`config.mk`:
```
export PLATFORM = sky130hd
export DESIGN_NAME = exec_sequencer
export DESIGN_NICKNAME = d
export VERILOG_FILES = /design/src/rtl/exec_sequencer_pkg.sv /design/src/rtl/exec_sequencer_sat_counter.sv /design/src/rtl/exec_sequencer.sv
export SDC_FILE = /design/constraint.sdc
export NUM_CORES = 1
export LEC_CHECK = 0
export CAP_MARGIN = 0
export CORE_MARGIN = 2
export CORE_UTILIZATION = 50
export DETAILED_ROUTE_END_ITERATION = 6
export GPL_TIMING_DRIVEN = 0
export HOLD_SLACK_MARGIN = 0.06
export PLACE_DENSITY = 0.79
export SLEW_MARGIN = 20
export SYNTH_ARGS = -nofsm -noshare
export SYNTH_HDL_FRONTEND = slang
export SYNTH_SLANG_ARGS = --single-unit
```
`constraint.sdc`:
```
create_clock -name clk -period 3.4 [get_ports clk]
set_clock_uncertainty 0.05 [all_clocks]
set_input_delay 0.68 -clock clk [delete_from_list [all_inputs] [get_ports clk]]
set_output_delay 0.68 -clock clk [all_outputs]
set_load 0.01 [all_outputs]
```
`src/rtl/exec_sequencer_pkg.sv`:
```
// Shared definitions for the SIWO multi-cycle execution sequencer.
// Holds the state encoding, default counter/timeout sizes and state helpers.
// Pure definitions: no logic, no latency, no backpressure.
package exec_sequencer_pkg;

    typedef enum logic [2:0] {
        SEQ_IDLE   = 3'd0,
        SEQ_FETCH  = 3'd1,
        SEQ_DECODE = 3'd2,
        SEQ_EXEC   = 3'd3,
        SEQ_MEM    = 3'd4,
        SEQ_WB     = 3'd5,
        SEQ_HALT   = 3'd6,
        SEQ_ERR    = 3'd7
    } seq_state_t;

    localparam int SEQ_CNT_WIDTH   = 16;
    localparam int SEQ_MEM_TIMEOUT = 15;

    // States in which a start request is honoured (the sequencer is parked).
    function automatic logic seq_can_start(input seq_state_t s);
        return (s == SEQ_IDLE) || (s == SEQ_HALT) || (s == SEQ_ERR);
    endfunction

endpackage

```
`src/rtl/exec_sequencer_sat_counter.sv`:
```
// Saturating up-counter with synchronous clear and count enable.
// Latency: count reflects clear/enable one clock after they are sampled.
// No backpressure: clear wins over enable, counting stops at all-ones.
module exec_sequencer_sat_counter #(
    parameter int WIDTH = 16
) (
    input  logic             clk,
    input  logic             reset,
    input  logic             clear,
    input  logic             enable,
    output logic [WIDTH-1:0] count
);

    // Clear has priority; once all-ones the value is held so it stays readable.
    always_ff @(posedge clk or posedge reset) begin
        if (reset) begin
            count <= '0;
        end else if (clear) begin
            count <= '0;
        end else if (enable && (count != {WIDTH{1'b1}})) begin
            count <= count + WIDTH'(1);
        end
    end

endmodule

```
`src/rtl/exec_sequencer.sv`:
```
// Multi-cycle sequencer: steps FETCH/DECODE/EXEC/MEM/WB and emits datapath enable pulses.
// Latency: 4 cycles per non-memory instruction, 5 + wait cycles per memory instruction.
// Backpressure: MEM holds mem_req until mem_ack; MEM_TIMEOUT cycles without ack parks in ERR.
module exec_sequencer
    import exec_sequencer_pkg::*;
#(
    parameter int CNT_WIDTH   = SEQ_CNT_WIDTH,
    parameter int MEM_TIMEOUT = SEQ_MEM_TIMEOUT
) (
    input  logic                 clk,
    input  logic                 reset,
    input  logic                 start,
    input  logic                 halt,
    input  logic                 regWrite,
    input  logic                 memoryRead,
    input  logic                 memoryWrite,
    input  logic                 compare,
    input  logic                 overflow,
    input  logic                 mem_ack,
    output logic                 pc_clear,
    output logic                 insn_load,
    output logic                 alu_enable,
    output logic                 mem_req,
    output logic                 mem_we,
    output logic                 reg_we,
    output logic                 cmp_we,
    output logic                 ovf_we,
    output logic                 pc_advance,
    output logic                 busy,
    output logic                 done,
    output logic                 error,
    output logic [CNT_WIDTH-1:0] cycle_count,
    output logic [CNT_WIDTH-1:0] insn_count
);

    // The timeout counter only has to reach MEM_TIMEOUT-1 before the ERR decision.
    localparam int TMO_W = (MEM_TIMEOUT < 2) ? 1 : $clog2(MEM_TIMEOUT);
    localparam logic [TMO_W-1:0] TMO_LAST = TMO_W'(MEM_TIMEOUT - 1);

    seq_state_t       state;
    logic [TMO_W-1:0] tmo_cnt;

    // pc_clear must land in the cycle start is accepted so the first FETCH already reads PC 0.
    assign pc_clear = start & ~reset & seq_can_start(state);

    // Single FSM; every output flop is loaded together with the state it belongs to.
    always_ff @(posedge clk or posedge reset) begin
        if (reset) begin
            state      <= SEQ_IDLE;
            tmo_cnt    <= '0;
            insn_load  <= 1'b0;
            alu_enable <= 1'b0;
            mem_req    <= 1'b0;
            mem_we     <= 1'b0;
            reg_we     <= 1'b0;
            cmp_we     <= 1'b0;
            ovf_we     <= 1'b0;
            pc_advance <= 1'b0;
            busy       <= 1'b0;
            done       <= 1'b0;
            error      <= 1'b0;
        end else begin
            insn_load  <= 1'b0;
            alu_enable <= 1'b0;
            reg_we     <= 1'b0;
            cmp_we     <= 1'b0;
            ovf_we     <= 1'b0;
            pc_advance <= 1'b0;
            case (state)
                SEQ_IDLE, SEQ_HALT, SEQ_ERR: begin
                    if (start) begin
                        state     <= SEQ_FETCH;
                        insn_load <= 1'b1;
                        busy      <= 1'b1;
                        done      <= 1'b0;
                        error     <= 1'b0;
                    end
                end
                SEQ_FETCH: begin
                    state <= SEQ_DECODE;
                end
                SEQ_DECODE: begin
                    if (halt) begin
                        state <= SEQ_HALT;
                        busy  <= 1'b0;
                        done  <= 1'b1;
                    end else begin
                        state      <= SEQ_EXEC;
                        alu_enable <= 1'b1;
                    end
                end
                SEQ_EXEC: begin
                    if (memoryRead || memoryWrite) begin
                        state   <= SEQ_MEM;
                        tmo_cnt <= '0;
                        mem_req <= 1'b1;
                        mem_we  <= memoryWrite;
                    end else begin
                        state      <= SEQ_WB;
                        reg_we     <= regWrite;
                        cmp_we     <= compare;
                        ovf_we     <= overflow;
                        pc_advance <= 1'b1;
                    end
                end
                SEQ_MEM: begin
                    if (mem_ack) begin
                        state      <= SEQ_WB;
                        mem_req    <= 1'b0;
                        mem_we     <= 1'b0;
                        reg_we     <= regWrite;
                        cmp_we     <= compare;
                        ovf_we     <= overflow;
                        pc_advance <= 1'b1;
                    end else if (tmo_cnt == TMO_LAST) begin
                        state   <= SEQ_ERR;
                        mem_req <= 1'b0;
                        mem_we  <= 1'b0;
                        busy    <= 1'b0;
                        error   <= 1'b1;
                    end else begin
                        tmo_cnt <= tmo_cnt + TMO_W'(1);
                    end
                end
                SEQ_WB: begin
                    state     <= SEQ_FETCH;
                    insn_load <= 1'b1;
                end
                default: begin
                    state   <= SEQ_IDLE;
                    mem_req <= 1'b0;
                    mem_we  <= 1'b0;
                    busy    <= 1'b0;
                    done    <= 1'b0;
                    error   <= 1'b0;
                end
            endcase
        end
    end

    // busy mirrors FETCH..WB, so it is exactly the cycle-count enable.
    exec_sequencer_sat_counter #(.WIDTH(CNT_WIDTH)) u_cycle_cnt (
        .clk    (clk),
        .reset  (reset),
        .clear  (pc_clear),
        .enable (busy),
        .count  (cycle_count)
    );

    // An instruction retires when it leaves WB; pc_advance marks the WB cycle.
    exec_sequencer_sat_counter #(.WIDTH(CNT_WIDTH)) u_insn_cnt (
        .clk    (clk),
        .reset  (reset),
        .clear  (pc_clear),
        .enable (pc_advance),
        .count  (insn_count)
    );

endmodule

```
# ---- Yosys cells after proc, flatten, opt, wreduce, memory -nomap -nowiden
# Cells that the tools add are included.
dict set report op_classes {
  add_sub_neg 3
  eq_ne 17
  muxes 46
  bitwise 3
  n_reduce_logical 19
}
# operator n
set ops {}
lappend ops {{$mux 16} 4}
lappend ops {{$add 16x1->16 const B} 2}
lappend ops {{$ne 16x16->1 const B} 2}
lappend ops {{$mux 1} 23}
lappend ops {{$pmux 1 s2} 9}
lappend ops {{$pmux 3 s6} 1}
lappend ops {{$eq 3x3->1 const B} 4}
lappend ops {{$mux 3} 4}
lappend ops {{$mux 4} 3}
lappend ops {{$ne 2x2->1 const B} 6}
lappend ops {{$reduce_bool 2->1} 5}
lappend ops {{$pmux 4 s2} 1}
lappend ops {{$reduce_and 4->1} 2}
lappend ops {{$eq 3x2->1 const B} 2}
lappend ops {{$reduce_and 3->1} 2}
lappend ops {{$reduce_and 5->1} 1}
lappend ops {{$add 4x1->4 const B} 1}
lappend ops {{$eq 4x4->1 const B} 1}
lappend ops {{$eq 3x1->1 const B} 1}
lappend ops {{$logic_not 3->1} 1}
lappend ops {{$logic_or 1x1->1} 3}
lappend ops {{$ne 3x3->1 const B} 1}
lappend ops {{$pmux 1 s3} 1}
lappend ops {{$reduce_bool 3->1} 1}
lappend ops {{5 further kinds} 7}
dict set report totals {
  register_bits 50
  in_bits 10
  elab_cells 103
}

# ---- Longest topological paths before layout
# Gate-level depths: netlist of run 1.
dict set report logic_depth {
  depth_word 5
  ltp_mapped 7
}

# ---- Cells and area by module
# Synthesis of run 1 repeated with hierarchy kept, for this count alone.
dict set report unflattened {
  cells_unflattened 301
  hier_area_um2 2771.4
}
# mod n_inst cells_per_inst area_per_inst_um2 seq_area_each_um2
set modules_own_cells {}
lappend modules_own_cells {{exec_sequencer_sat_counter (u_cycle_cnt)} 1 101 932.1 400.4}
lappend modules_own_cells {{exec_sequencer_sat_counter (u_insn_cnt)} 1 101 922.1 400.4}
lappend modules_own_cells {exec_sequencer 1 99 917.1 450.4}

# ---- Least setup slack after synthesis of run 1
# No wires, ideal clock.
dict set report synth_timing {
  kind {input to output}
  start {input port start}
  end {output port pc_clear}
  arrival_time_ns 1.514
  required_ns 2.670
  setup_slack_ns 1.156
  path_stages 5
  n_path_buf 2
  cell_sequence {nor2b_1 > o21ai_0 > buf_2 > inv_2 > buf_1}
}
dict set report synth_between {
  elab_chain_len 2
}
# element line
set synth_rtl {}
lappend synth_rtl {{start: declaration} exec_sequencer.sv:12} ;# input logic start,
lappend synth_rtl {{$and 1x1->1 (2 in a row)} exec_sequencer.sv:44} ;# assign pc_clear = start & ~reset & seq_can_start(state);
lappend synth_rtl {{end: declaration} exec_sequencer.sv:20} ;# output logic pc_clear,
# Every way passes these cells.

# ---- Worst setup path in the final report of run 1
# Ends and elaborated chain as after synthesis.

==> results of run 1 <==
-- flip-flops by register name (all words and copies together), names as in the netlist --
name	count
insn_load	1
alu_enable	1
cmp_we	1
busy	1
reg_we	1
tmo_cnt	4
u_cycle_cnt.count	16
ovf_we	1
pc_advance	1
done	1
u_insn_cnt.count	16
state	3
error	1
mem_we	1
mem_req	1
-- layer usage --
layer | track usage, % | vias to the layer above
met3 | 4.30 | 5
met5 | 0 | -
met4 | 5.79 | 0
li1 | - | 1277
met1 | 27.8 | 1229
met2 | 33.6 | 71
-- through the flow --
step / instance area [um2] / setup WS (ns) / hold WS [ns]
after floorplan: 2740 / 1.16 / 0.420
final: 3490 / 0.0630 / 0.459
after global placement: 3360 / -0.307 / 0.433
after CTS: 3490 / 0.0685 / 0.464
after global routing: 3490 / 0.00201 / 0.493
after detailed placement: 3380 / -0.366 / 0.439
-- cell type report --
type,count,area [um2]
Clock buffer,6,82.6
Buffer,11,46.3
Fill cell,431,1720
Sequential cell,50,1250
Timing Repair Buffer,54,551
Multi-Input combinational cell,227,1390
Tap cell,70,87.6
Clock inverter,1,30.0
Inverter,13,51.3
-- worst max-delay path: stages --
cell and delay [ns]:
clkdlybuf4s50_1 0.57, nor2b_1 0.21, o21ai_0 0.16, buf_2 0.23, inv_4 0.19, clkdlybuf4s50_1 0.57
-- power by group through the flow --
stage	clock network, uW	registers (uW)	logic [uW]
finish	425	890	841
global placement	0	895	827
detailed placement	0	900	844
floorplan	0	922	448
CTS	435	888	849
global route	462	917	940
-- logic make-up (layout without fill, tap and decap cells) --
| group | after synthesis | in the layout | share of synthesized area, % |
|---|---|---|---|
| mux | 1 | 1 | 0.366 |
| simple gates | 121 | 121 | 25.2 |
| xor+xnor | 2 | 2 | 0.640 |
| compound gates | 99 | 99 | 22.7 |
| fa+ha+maj | 4 | 4 | 1.83 |
| flops | 50 | 50 | 45.7 |
| buf+inv | 25 | 85 | 3.61 |
-- Yosys cell counts, types with 8 or more instances --
cell	n
nand4_1	13
nand3_1	19
nor3_1	9
nand2_1	20
inv_1	12
o21ai_0	34
or3_1	12
o41ai_1	8
nor2_1	10
a21oi_1	26
dfrtp_1	50
-- how the worst max path moves through the flow --
stage,start,to,slack (ns),depth (start not counted)
after detailed placement,start,pc_clear,-0.37,7
after global routing,start,pc_clear,0.002,6
after floorplan,start,pc_clear,1.16,5
after CTS,start,pc_clear,0.07,6
after global placement,start,pc_clear,-0.31,7
final,start,pc_clear,0.06,6
-- cell usage in the layout, fill, tap and decap left out, types with 3 or more instances in the layout --
master and n:
a21oi_1 26, o311ai_0 6, o41ai_1 8, o21a_1 3, nor2b_1 5, inv_1 11
nand2_1 20, nor3_1 9, and3_1 3, clkdlybuf4s50_1 53, o21ai_0 34, nor4_1 3
nand3_1 19, nand4_1 13, o31ai_1 7, nor2_1 10, clkbuf_8 6, ha_1 4
or4_1 6, buf_2 4, or3_1 12, and4_1 4, clkbuf_1 5, dfrtp_1 50
nand2b_1 7
==> run summary, run 1 <==
Clock Path Buffers: 2
Area delta synth->final: 27.4%
Max Fclk: 0.300 GHz
DRT Wirelength: 6160 um
Synth top area share: 45.7%
Post-CTS Hold Fix Bufs: 0
Synth top area cells: dfrtp_1 (46%), o21ai_0 (6.2%), a21oi_1 (4.8%)
Detail Route Antenna Nets: 0
Clock Pin Slew Worst Setup and Hold Paths: 0.09 ns
CP startpoint kind: primary input
Synth Net Count: 316
Hold Crit Class: flip-flop to flip-flop
Internal Pwr Total: 1370 uW
Max_cap viols: 0
Mapped Cells: 302
Fraction of registers with async set/reset: 100%
Cell taking the most area after synthesis: dfrtp_1
Tot GR Track Use: 20.6%
Final Util: 67.0%
Largest net degree at the start of global routing: 27
Highest Signal Layer: met4
First-pass GRT wire length: 10400 um
Inserted Diodes: 0
Final setup vio count: 0
Core outline area: 5200 um2
WL met2: 2960 um
Min cycle time layout: 3.34 ns
Crit. End Element: primary output
Flop and latch count out of synthesis: 50
M1 WL: 2890 um
Area of the mapped netlist: 2740 um2
Top_reg_cell synth: dfrtp_1
Die width: 78.0 um
Routed length per placed instance: 14.2 um
DR WL met3: 269 um
Min-delay src: error$_DFFE_PP0P_
Max_slew headroom: 53.5%
CP Max Fanout: 19
RePlAce Congestion: 0.943
Outcome: finished clean
Worst R2R Start: u_cycle_cnt.count[0]$_DFFE_PP0P_
Worst R2R End: u_cycle_cnt.count[3]$_DFFE_PP0P_
Yosys cell types: 48
WS Path Type: primary input to primary output
Sequential power share: 41.3%
Port bufs: 53
# IOs: 54
Reg2reg setup slack: 1.30 ns
RSZ-0062 raised after global routing: false
Hold depth: 2
Root buf cell: clkbuf_8
Non-Filler Instances: 432
Syn avg cell area: 9.06 um2
# resized after CTS: 1
Ys Warns: 0
Share of layout cells above drive strength 1: 5.25%
Crit path DAT: 2.61 ns
Initial Util: 52.6%
CTS buffer count: 5
Clock latency on the worst-skew pair: 0.30 ns
Number of global-route vias before repair: 2354
Worst VDD drop: 0.000382 V
Clock sink count: 50
Via count: 2582
Worst-Margin Slew: 0.691 ns
CTS tree: done
Remaining DRCs: 0
Final nets: 376
Die Ht: 78.0 um
H-tree Lvls: 2
Die ar.: 6080 um2
Net Switching: 782 uW
Final Total Pwr: 2160 uW
Post-synth EDFFs: 0
GR Overflow Total: 0
R2R cell count: 5
LEAKAGE: 0.00133 uW
Cell Count Post-Placement: 426
DR pass1 iterations: 4
Fin. Hold Viols: 0
Final period utilization: 98.1%
Clk pwr share: 19.7%
Sw Ratio: 36.3%
Pwr/cell area: 618 nW/um2
Max-slew violation count: 0
Sum Neg Setup Slack: 0 ns
Detailed router's first-iteration violation count: 192
Drt via density: 5.98
Seq/Total Area, Yosys: 45.7%
FP Rows: 26
Hold Path End: error$_DFFE_PP0P_
Required @ worst endpoint: 2.67 ns
Combinational share of power: 39.0%
HPWL Detailed: 4580 um
Initial antenna violation count: 0
# Post-CTS Setup Buffers: 0
No activity file was read; power rests on OpenSTA's default activity.
==> run 2, diff against run 1 <==
--- a/config.mk
+++ b/config.mk
@@ -7,11 +7,11 @@
 export LEC_CHECK = 0
 export CAP_MARGIN = 0
 export CORE_MARGIN = 2
-export CORE_UTILIZATION = 50
+export CORE_UTILIZATION = 55
 export DETAILED_ROUTE_END_ITERATION = 6
 export GPL_TIMING_DRIVEN = 0
 export HOLD_SLACK_MARGIN = 0.06
-export PLACE_DENSITY = 0.79
+export PLACE_DENSITY = 0.85
 export SLEW_MARGIN = 20
 export SYNTH_ARGS = -nofsm -noshare
 export SYNTH_HDL_FRONTEND = slang
==> run 2 against run 1 <==
Effect of this change:
- final cell count down 0.46%
- count of clock-buffer cells in the layout is 1 higher
- flip-flop and latch count unchanged
- via count increased by 2.2%
- global-route usage grew 4.0 points
- largest power group unchanged
- sequential share of layout area increased by 0.18 points
- combinational power up 2%
==> run summary, run 2 (synthesis gave the netlist of run 1 again) <==
Outcome: finished clean
Slowest CP cell: clkdlybuf4s50_1
H-tree Lvls: 2
Max_cap viols: 0
Initial antenna violation count: 0
Fin. Hold Viols: 0
Worst-Margin Slew: 0.717 ns
Required @ worst endpoint: 2.67 ns
# Post-CTS Setup Buffers: 0
Sum Neg Setup Slack: 0 ns
Max_slew headroom: 51.8%
Most frequent cells in the layout: clkdlybuf4s50_1 (52), dfrtp_1 (50), o21ai_0 (34)
Die width: 74.6 um
CP Max Fanout: 19
Root buf cell: clkbuf_8
Delay-heaviest family, CP: buffers and inverters
GR Overflow Total: 0
Clock sink count: 50
Die ar.: 5560 um2
FP Rows: 25
Highest Signal Layer: met4
RSZ-0062 raised after global routing: false
Clock latency on the worst-skew pair: 0.31 ns
Remaining DRCs: 0
CP startpoint kind: primary input
Inserted Diodes: 0
Min cycle time layout: 3.13 ns
Drt via density: 6.14
Most common cell after layout, fill and taps aside: clkdlybuf4s50_1
Hold Crit Class: flip-flop to flip-flop
Post-CTS Hold Fix Bufs: 0
Clock Path Buffers: 2
Max-slew violation count: 0
Detail Route Antenna Nets: 0
Share of layout cells above drive strength 1: 5.23%
Routed length per placed instance: 15.1 um
Area delta synth->final: 26.7%
DRT Wirelength: 6480 um
Max Fclk: 0.320 GHz
M1 WL: 2840 um
HPWL Detailed: 4680 um
Port bufs: 53
WS Path Type: primary input to primary output
WP buf/inv: 4
Largest net degree at the start of global routing: 27
Final Util: 73.0%
Crit. End Element: primary output
Clock Pin Slew Worst Setup and Hold Paths: 0.09 ns
Final setup vio count: 0
Critical path's largest stage delay: 0.56 ns
CTS buffer count: 5
Worst VDD drop: 0.000358 V
DR pass1 iterations: 4
Setup WS post-layout: 0.273 ns
Final nets: 376
Via count: 2640
Final period utilization: 92.0%
Initial Util: 57.6%
Pwr/cell area: 610 nW/um2
DR WL met3: 319 um
Number of global-route vias before repair: 2369
Detailed router's first-iteration violation count: 231
Most frequent cell on the critical path: clkdlybuf4s50_1
First-pass GRT wire length: 10500 um
Tot GR Track Use: 24.6%
# IOs: 54
RePlAce Congestion: 0.852
Crit path DAT: 2.40 ns
CTS tree: done
Worst-path cell chain: clkdlybuf4s50_1, nor2b_1, o21ai_0, clkbuf_4, inv_6, clkdlybuf4s50_1
Core outline area: 4750 um2
LEAKAGE: 0.00133 uW
Biggest regs: u_cycle_cnt.count (16), u_insn_cnt.count (16), tmo_cnt (4)
Dpl ws: -0.393 ns
WHS: 0.456 ns
WL met2: 3200 um
Die Ht: 74.6 um
==> run 2: through the flow <==
| step | instance area, um2 | cells | total power (uW) |
|---|---|---|---|
| after floorplan | 2740 | 302 | 1370 |
| after global placement | 3350 | 422 | 1720 |
| after detailed placement | 3370 | 423 | 1750 |
| after CTS | 3460 | 430 | 2110 |
| after global routing | 3470 | 430 | 2260 |
| final | 3470 | 430 | 2120 |
==> run 2: cell type report <==
cell class | count | area (um2)
well taps | 67 | 83.8
clock buffers | 7 | 86.3
fillers | 371 | 1280
repair buffers | 54 | 553
inverters | 13 | 53.8
multi-input cells | 227 | 1390
flip-flops and latches | 50 | 1250
plain buffers | 11 | 48.8
clock inverters | 1 | 5.00
==> run 2: power breakdown <==
part	switching, uW	total, uW	internal [uW]	leakage (uW)
registers	160	893	733	0.000673
clock network	198	363	165	0.0000482
logic	450	859	409	0.000613
==> run 2: worst min-delay path: stages, from the launching register on <==
cell	delay [ns]
dfrtp_1	0.37
nand2_1	0.05
nand2_1	0.05
==> run 2: layer usage <==
metal	up-vias	global-route usage, %
li1	1284	-
met1	1257	31.2
met2	87	41.9
met3	12	4.34
met4	0	9.52
met5	-	0
==> run 2: final timing paths <==
| kind | startpoint | end | slack (ns) | cells after the start |
|---|---|---|---|---|
| worst min register to register | error$_DFFE_PP0P_ | error$_DFFE_PP0P_ | 0.46 | 2 |
| worst max register to register | u_cycle_cnt.count[0]$_DFFE_PP0P_ | u_cycle_cnt.count[3]$_DFFE_PP0P_ | 1.27 | 5 |
| worst min-delay path | error$_DFFE_PP0P_ | error$_DFFE_PP0P_ | 0.46 | 2 |
| min in group asynchronous | reset | u_insn_cnt.count[12]$_DFFE_PP0P_ | 0.76 | 2 |
| max in group asynchronous | reset | u_cycle_cnt.count[3]$_DFFE_PP0P_ | 2.02 | 3 |
| worst max-delay path | reset | pc_clear | 0.27 | 6 |
==> run 2: timing repair <==
action / in CTS / in global routing
setup endpoints to repair: 1 / 1
gates cloned: 0 / 0
pin swaps: 0 / 0
gates resized for setup: 1 / 3
==> run 3, diff against run 2 <==
--- a/config.mk
+++ b/config.mk
@@ -12,7 +12,7 @@
 export GPL_TIMING_DRIVEN = 0
 export HOLD_SLACK_MARGIN = 0.06
 export PLACE_DENSITY = 0.85
-export SLEW_MARGIN = 20
+export SLEW_MARGIN = 10
 export SYNTH_ARGS = -nofsm -noshare
 export SYNTH_HDL_FRONTEND = slang
 export SYNTH_SLANG_ARGS = --single-unit
==> constraint.sdc (replaced) <==
create_clock -name clk -period 3.8 [get_ports clk]
set_clock_uncertainty 0.05 [all_clocks]
set_input_delay 0.76 -clock clk [delete_from_list [all_inputs] [get_ports clk]]
set_output_delay 0.76 -clock clk [all_outputs]
set_load 0.01 [all_outputs]
==> run 3 against run 2 <==
Effect of this change:
- register-to-register slack gained 0.34 ns
- worst setup slack lost 0.062 ns
- utilization shrank 0.21 points
- die area is the same
- highest routed layer unchanged
==> run summary, run 3 (synthesis gave the netlist of run 1 again) <==
Port bufs: 53
WS Path Type: primary input to primary output
# Post-CTS Setup Buffers: 0
Tot GR Track Use: 24.7%
RSZ-0062 raised after global routing: false
Number of global-route vias before repair: 2372
Fin. Hold Viols: 0
Fin area: 3460 um2
Fillers: 374
Max-slew violation count: 0
Outcome: finished clean
Most frequent cells in the layout: clkdlybuf4s50_1 (53), dfrtp_1 (50), o21ai_0 (34)
Final period utilization: 94.5%
Clock Pin Slew Worst Setup and Hold Paths: 0.09 ns
RePlAce Congestion: 0.852
Min cycle time layout: 3.59 ns
Worst VDD drop: 0.000319 V
GR Overflow Total: 0
WHS: 0.457 ns
Clock sink count: 50
Routed length per placed instance: 15.2 um
Hold Crit Class: flip-flop to flip-flop
Drt via density: 6.17
Worst-Margin Slew: 0.742 ns
CTS tree: done
Initial Util: 57.6%
Die width: 74.6 um
CP startpoint kind: primary input
Max_cap viols: 0
Initial antenna violation count: 0
Detailed router's first-iteration violation count: 223
Max_slew headroom: 50.1%
DRT Wirelength: 6540 um
Multi-input gate area: 1390 um2
Inserted Diodes: 0
Via count: 2653
Final Util: 72.8%
Die ar.: 5560 um2
FP Rows: 25
Largest net degree at the start of global routing: 27
# resized after CTS: 0
Biggest regs: u_cycle_cnt.count (16), u_insn_cnt.count (16), tmo_cnt (4)
Crit. End Element: primary output
HPWL Detailed: 4680 um
Clock Path Buffers: 2
Required @ worst endpoint: 2.99 ns
Die Ht: 74.6 um
Core outline area: 4750 um2
Detail Route Antenna Nets: 0
Post-CTS Hold Fix Bufs: 0
DR pass1 iterations: 5
CTS buffer count: 5
Remaining DRCs: 0
Max Fclk: 0.279 GHz
Root buf cell: clkbuf_8
Setup WS post-layout: 0.211 ns
H-tree Lvls: 2
Most common cell after layout, fill and taps aside: clkdlybuf4s50_1
LEAKAGE: 0.00133 uW
Clock latency on the worst-skew pair: 0.30 ns
Sum Neg Setup Slack: 0 ns
# IOs: 54
Crit path DAT: 2.78 ns
Post-place instance area: 3370 um2
Final nets: 376
Pwr/cell area: 546 nW/um2
Share of layout cells above drive strength 1: 5.23%
Final setup vio count: 0
Dpl ws: -0.153 ns
Area delta synth->final: 26.4%
Reg area: 1250 um2
CP Max Fanout: 19
First-pass GRT wire length: 10500 um
## run 3: worst paths after layout
check / startpoint / to / slack [ns] / depth (start not counted)
setup reg to reg: state[0]$_DFFE_PP0P_ / u_cycle_cnt.count[3]$_DFFE_PP0P_ / 1.61 / 7
hold reg to reg: error$_DFFE_PP0P_ / error$_DFFE_PP0P_ / 0.46 / 2
max in group asynchronous: reset / u_cycle_cnt.count[3]$_DFFE_PP0P_ / 2.34 / 3
setup / recovery: start / pc_clear / 0.21 / 6
hold / removal: error$_DFFE_PP0P_ / error$_DFFE_PP0P_ / 0.46 / 2
min in group asynchronous: reset / u_insn_cnt.count[12]$_DFFE_PP0P_ / 0.84 / 2
## run 3: report_power, final
group          total [uW]  switching, uW  internal (uW)
registers             799            143            656
clock network         322            175            147
logic                 768            404            364
total                1890            722           1170
## run 3: worst max-delay path, cell delays in order
cell and delay (ns):
clkdlybuf4s50_1 0.58, nor2b_1 0.16, o21ai_0 0.16, buf_2 0.23, inv_2 0.27, clkdlybuf4s50_1 0.60
## run 3: final cells by class
cell class	count	area share [%]
Buffer	11	1.34
Clock buffer	7	2.50
Clock inverter	1	0.145
Inverter	13	1.41
Multi-Input combinational cell	227	40.1
Sequential cell	50	36.2
Tap cell	67	2.42
Timing Repair Buffer	54	15.9
## run 3: per-stage QoR
stage	cells	total power, uW
2_1_floorplan	302	1230
3_3_place_gp	422	1540
3_5_place_dp	423	1570
4_1_cts	430	1890
5_1_grt	430	2020
6_report	430	1890
## run 3: metal layers
metal	routed length [um]	share of wire, %	GRT usage (%)
met5	0	0	0
met4	123	1.9	9.52
met3	318	4.9	4.34
met2	3250	50	42.5
met1	2840	44	31.0
